--- src/rtl/rv_fetch_pkg.sv ---
// Types and helpers for the fetch stage and its decode-facing packet.
package rv_fetch;

    typedef struct packed {
        logic [31:0] pc;
        logic [31:0] inst;
        logic        size_err;
    } rv_fetch_packet;

    localparam logic [31:0] RV_FETCH_STEP = 32'd4;

    function automatic logic [31:0] rv_fetch_align(input logic [31:0] pc);
        return pc & 32'hFFFF_FFFC;
    endfunction

endpackage

--- src/rtl/rv_inst_pkg.sv ---
// RV32 instruction encoding helpers shared by the front end.
// Length decoding follows the standard variable-length encoding.
package rv_inst;

    typedef enum logic [2:0] {
        RV_INST_SIZE_16,
        RV_INST_SIZE_32,
        RV_INST_SIZE_48,
        RV_INST_SIZE_64,
        RV_INST_SIZE_LONG
    } rv_inst_size;

    // Length is implied by the low bits of the first 16-bit parcel.
    function automatic rv_inst_size rv_inst_get_size(input logic [15:0] header);
        if ((header & 16'h0003) != 16'h0003)
            return RV_INST_SIZE_16;
        else if ((header & 16'h001C) != 16'h001C)
            return RV_INST_SIZE_32;
        else if ((header & 16'h0020) == 16'h0000)
            return RV_INST_SIZE_48;
        else if ((header & 16'h0040) == 16'h0000)
            return RV_INST_SIZE_64;
        else
            return RV_INST_SIZE_LONG;
    endfunction

endpackage

--- src/rtl/rv_fetch_stage_buffer.sv ---
// Small synchronous FIFO holding fetched instruction words for decode.
// Pushing into a full buffer is prevented by the owner's credit logic.
module fetch_buffer #(
    parameter int WIDTH = 32,
    parameter int DEPTH = 2,
    localparam int CW = $clog2(DEPTH + 1),
    localparam int PW = $clog2(DEPTH)
) (
    input  logic             clk,
    input  logic             rst,
    input  logic             push,
    input  logic [WIDTH-1:0] push_data,
    input  logic             pop,
    input  logic             clear,
    output logic [CW-1:0]    count,
    output logic [WIDTH-1:0] head
);

    logic [WIDTH-1:0] storage [DEPTH];
    logic [PW-1:0]    rd_ptr;
    logic [PW-1:0]    wr_ptr;

    // Pointers wrap explicitly so non-power-of-two depths work.
    function automatic logic [PW-1:0] next_ptr(input logic [PW-1:0] ptr);
        return (ptr == PW'(DEPTH - 1)) ? '0 : ptr + PW'(1);
    endfunction

    always_ff @(posedge clk) begin
        if (push)
            storage[wr_ptr] <= push_data;
    end

    always_ff @(posedge clk) begin
        if (rst || clear) begin
            rd_ptr <= '0;
            wr_ptr <= '0;
            count  <= '0;
        end else begin
            if (push)
                wr_ptr <= next_ptr(wr_ptr);
            if (pop)
                rd_ptr <= next_ptr(rd_ptr);
            count <= count + CW'(push) - CW'(pop);
        end
    end

    assign head = storage[rd_ptr];

endmodule

--- src/rtl/rv_fetch_stage.sv ---
// RV32 fetch stage: owns the PC, issues credit-limited word reads and
// hands in-order {pc, inst, size_err} packets to decode.
module rv_fetch_stage
    import rv_inst::*;
    import rv_fetch::*;
#(
    parameter logic [31:0] START_ADDR = 32'h0000_0000,
    parameter int          DEPTH      = 2
) (
    input  logic        clk,
    input  logic        rst,
    input  logic        redirect_valid,
    input  logic [31:0] redirect_pc,
    output logic        mem_req_valid,
    input  logic        mem_req_ready,
    output logic [31:0] mem_req_addr,
    input  logic        mem_resp_valid,
    input  logic [31:0] mem_resp_data,
    output logic        inst_valid,
    input  logic        inst_ready,
    output logic [31:0] inst_pc,
    output logic [31:0] inst_data,
    output logic        inst_size_err
);

    localparam int CW = $clog2(DEPTH + 1);

    logic [31:0]    fetch_pc;
    logic [31:0]    out_pc;
    logic [31:0]    fifo_head;
    logic [CW-1:0]  inflight;
    logic [CW-1:0]  drop_cnt;
    logic [CW-1:0]  fifo_count;
    logic [CW-1:0]  outstanding;
    logic [CW:0]    credits_used;
    logic           req_fire;
    logic           resp_fire;
    logic           inst_fire;
    logic           push;
    logic           pop;
    rv_fetch_packet packet;

    // A credit covers both an in-flight read and the slot its data will occupy.
    assign credits_used  = {1'b0, inflight} + {1'b0, fifo_count};
    assign mem_req_valid = !rst && (credits_used < (CW + 1)'(DEPTH));
    assign mem_req_addr  = fetch_pc;

    assign req_fire    = mem_req_valid && mem_req_ready;
    assign resp_fire   = mem_resp_valid && !rst;
    assign inst_fire   = inst_valid && inst_ready;
    assign outstanding = inflight + CW'(req_fire) - CW'(resp_fire);
    assign push        = resp_fire && !redirect_valid && (drop_cnt == '0);
    assign pop         = inst_fire && !redirect_valid;

    fetch_buffer #(
        .WIDTH(32),
        .DEPTH(DEPTH)
    ) u_buffer (
        .clk       (clk),
        .rst       (rst),
        .push      (push),
        .push_data (mem_resp_data),
        .pop       (pop),
        .clear     (redirect_valid),
        .count     (fifo_count),
        .head      (fifo_head)
    );

    always_comb begin
        packet          = '0;
        packet.pc       = out_pc;
        packet.inst     = fifo_head;
        packet.size_err = (rv_inst_get_size(fifo_head[15:0]) != RV_INST_SIZE_32);
    end

    assign inst_valid    = !rst && (fifo_count != '0);
    assign inst_pc       = packet.pc;
    assign inst_data     = packet.inst;
    assign inst_size_err = packet.size_err;

    // On redirect every read still outstanding after this edge returns stale data.
    always_ff @(posedge clk) begin
        if (rst) begin
            fetch_pc <= START_ADDR;
            out_pc   <= START_ADDR;
            inflight <= '0;
            drop_cnt <= '0;
        end else begin
            inflight <= outstanding;
            if (redirect_valid) begin
                fetch_pc <= rv_fetch_align(redirect_pc);
                out_pc   <= rv_fetch_align(redirect_pc);
                drop_cnt <= outstanding;
            end else begin
                if (req_fire)
                    fetch_pc <= fetch_pc + RV_FETCH_STEP;
                if (inst_fire)
                    out_pc <= out_pc + RV_FETCH_STEP;
                if (resp_fire && (drop_cnt != '0))
                    drop_cnt <= drop_cnt - CW'(1);
            end
        end
    end

endmodule

--- config.mk ---
export PLATFORM = sky130hd
export DESIGN_NAME = rv_fetch_stage
export DESIGN_NICKNAME = d
export VERILOG_FILES = /design/src/rtl/rv_fetch_pkg.sv /design/src/rtl/rv_inst_pkg.sv /design/src/rtl/rv_fetch_stage_buffer.sv /design/src/rtl/rv_fetch_stage.sv
export SDC_FILE = /design/constraint.sdc
export NUM_CORES = 1
export LEC_CHECK = 0
export BUFFER_PORTS_ARGS = -buffer_cell sky130_fd_sc_hd__clkbuf_2
export CAP_MARGIN = 0
export CORE_ASPECT_RATIO = 1.75
export CORE_UTILIZATION = 50
export DETAILED_ROUTE_END_ITERATION = 6
export PLACE_DENSITY = 0.81
export SLEW_MARGIN = 20
export SYNTH_ARGS = -nofsm -noshare
export SYNTH_HDL_FRONTEND = slang
export SYNTH_SLANG_ARGS = --single-unit
export TNS_END_PERCENT = 20
--- constraint.sdc ---
create_clock -name clk -period 4.9 [get_ports clk]
set_input_delay 0.49 -clock clk [delete_from_list [all_inputs] [get_ports clk]]
set_output_delay 0.49 -clock clk [all_outputs]
set_load 0.01 [all_outputs]
==> impl_metrics.csv <==
group,metric,value,unit
critical_path,end_kind,"register",
timing,relSlewSlack,0.354,
critical_path,required,5.23,ns
cts,clk_pin_slew,0.06,ns
cts,cts_resized,0,
timing,finalCriticalPeriod,3.21,ns
global_route,busiest_layer,"met2",
timing,hold_ws,0.271,ns
timing,worst_pin_slew,0.961,ns
global_route,grt-ovfl-total,0,
logic_synthesis,syn_area,6060,sq um
critical_path,critical_path.max_stage_delay,0.71,ns
logic_synthesis,synth_edf_count,64,
floorplanning,die_area,12600,sq um
timing,min_period_over_period,0.656,
power_and_ir_drop,ir_drop,250,uV
floorplanning,start_util,0.517,
cells_and_area,final_cells,833,
drt,drt_pass1_iterations,4,
timing,max_freq,0.311,GHz
logic_synthesis,yosysTopAreaCellShare,0.317,
logic_synthesis,yosys.area.top_type,"edfxtp_1",
drt,drt-initial-drc-count,137,
min_path,hp-class,"in2reg",
cells_and_area,areaGrowthSynthToFinish,25.4,%
drt,drc_errors,0,
logic_synthesis,synth_cell_types,49,
logic_synthesis,seq_area_frac_synth,0.545,
run,maxCapViolCount,0,
logic_synthesis,synth.most_common_cell,"dfxtp_1",
cts,postCtsHoldBufs,0,
logic_synthesis,ys_ff_latch,133,
critical_path,path_max_fanout,11,
global_route,grt_use_met3,0.0609,
placed_design,dpl_cell_area,6970,sq um
logic_synthesis,yosys_warnings,0,
cells_and_area,postLayoutCoreUtil,0.649,
cts,htree_num_levels,4,
cells_and_area,drive_above_1_share,0.350,
timing,rsz0062_at_grt,"false",
timing,fin_setup_tns,0,ns
timing,fin_ws,1.69,ns
placed_design,dp_hpwl,11.0,mm
logic_synthesis,synthFlopType,"dfxtp_1",
floorplanning,core.rowCount,52,
drt,ant_nets,0,
cts,cts-root-buf,"clkbuf_16",
cells_and_area,nNetsFinal,763,
critical_path,path_cells,"and2_1, fa_1, nor4b_4, inv_4, nor4_4, nand3_2, or3_1, a31oi_1",
timing,skew,0.00814,ns
critical_path,start_kind,"register",
logic_synthesis,synthCells,519,
cts,clk_latency,0.41,ns
drt,vias,4640,
logic_synthesis,yosys-top-cells-count,"69 x dfxtp_1, 64 x edfxtp_1, 41 x xor2_1",
floorplanning,fp.dieH,148,microns
global_route,antenna_found_initial,0,
power_and_ir_drop,p_leak,3.01,nW
placed_design,place_congestion,0.951,
floorplanning,io_pins,169,
logic_synthesis,synth_top_cells_by_area,"edfxtp_1 32%, dfxtp_1 23%, mux2_2 5.9%, xor2_1 5.9%, a21boi_0 4.7%",
global_route,use_met1,0.245,
power_and_ir_drop,power.total,2.88,mW
drt,viasPerCell,5.57,
floorplanning,core-area,11700,sq um
cts,cts_buffers,17,
global_route,grt_usage,0.242,
logic_synthesis,ys_async_sr_fraction,0,
power_and_ir_drop,p_per_area,379,nW/um^2
cts,clock_path_buffers,2,
timing,finalSetupViolations,0,
critical_path,critPathArrivalTime,3.54,ns
global_route,grt_max_degree,80,
cts,post_cts_buffers,0,
logic_synthesis,syn_area_per_cell,11.7,sq um
global_route,grt_pass1_vias,4859,
global_route,grt_use_met2,0.444,
global_route,grt_pass1_wl,23.3,mm
placed_design,dp_cells,801,
placed_design,post-place-ws,1.76,ns
floorplanning,die_w,85.2,microns
drt,wirelength,14.9,mm
cells_and_area,stdcell_area,7600,sq um
cts,cts_tree,"yes",
cts,cts_num_sinks,133,
placed_design,portBuffers,162,
critical_path,cp_slowest_cell,"nor4_4",
run_status,status,"complete, no violations",
timing,finalMaxSlewViolations,0,
drt,drt-wirelength-per-cell,17.9,microns
critical_path,crit_type,"reg2reg",
timing,final-hold-violation-count,0,
cells_and_area,n_antenna_cell,0,
[critical path: cells and delay by family (launching register included)]
| kind | cells | cell delay [ns] |
|---|---|---|
| and+or+nand+nor | 5 | 1.96 |
| DFF | 1 | 0.40 |
| AOI/OAI and AO/OA | 1 | 0.17 |
| adders and majority gates | 1 | 0.47 |
| buffers and inverters | 1 | 0.14 |
[worst paths after layout]
kind	from	end	slack, ns	depth (start not counted)
max	u_buffer.count[0]$_SDFF_PP0_	mem_req_addr[26]$_SDFFE_PP0P_	1.69	8
min	mem_resp_data[20]	u_buffer.storage[0][20]$_DFFE_PP_	0.27	1
max reg2reg	u_buffer.count[0]$_SDFF_PP0_	mem_req_addr[26]$_SDFFE_PP0P_	1.69	8
min reg2reg	u_buffer.rd_ptr$_SDFFE_PP0P_	register	0.51	2
[registers in the layout, summed over array words and instances, names as in the netlist, named ones only]
name,flops
drop_cnt,2
inflight,2
inst_pc,30
mem_req_addr,30
u_buffer.count,2
u_buffer.rd_ptr,1
u_buffer.storage,64
u_buffer.wr_ptr,1
[per-layer routing]
metal,vias up,wire length [microns],share of wire
met2,216,7850,0.52
met1,2162,5390,0.36
met5,-,0,0
met3,40,1080,0.072
met4,0,623,0.042
li1,2222,-,-
[cells by family (layout without fill, tap and decap cells)]
group,count (synthesis),in the layout,share of synthesized area
buffers and inverters,39,215,0.0316
adders and majority gates,8,8,0.0178
other,1,4,0.000619
and+or+nand+nor,145,145,0.138
AOI/OAI and AO/OA,96,96,0.113
DFF,133,133,0.545
muxes,34,34,0.0628
xor gates and xnor gates,63,63,0.0911
[layout by cell type, fill, tap and decap left out, drive strengths merged, types with 18 or more instances in the layout]
cell type | netlist | routed
a21boi | 40 | 40
clkbuf | 14 | 179
dfxtp | 69 | 69
edfxtp | 64 | 64
inv | 14 | 18
mux2 | 32 | 32
nand2 | 28 | 28
nand3 | 20 | 20
nand4 | 30 | 30
nor2 | 23 | 23
o21a | 30 | 30
xnor2 | 22 | 22
xor2 | 41 | 41
[final cells by class]
class	instances	area, sq um
Clock buffer	17	425
Clock inverter	15	201
Fill cell	891	4110
Inverter	15	58.8
Multi-Input combinational cell	350	2590
Sequential cell	133	3300
Tap cell	135	169
Timing Repair Buffer	168	856
[power breakdown]
part | leakage (nW) | total (mW) | internal [mW] | switching (mW)
Clock | 0.293 | 1.33 | 0.854 | 0.480
Combinational | 1.57 | 0.268 | 0.121 | 0.148
Sequential | 1.15 | 1.28 | 1.22 | 0.0535
(Power assumes the default switching activity.)
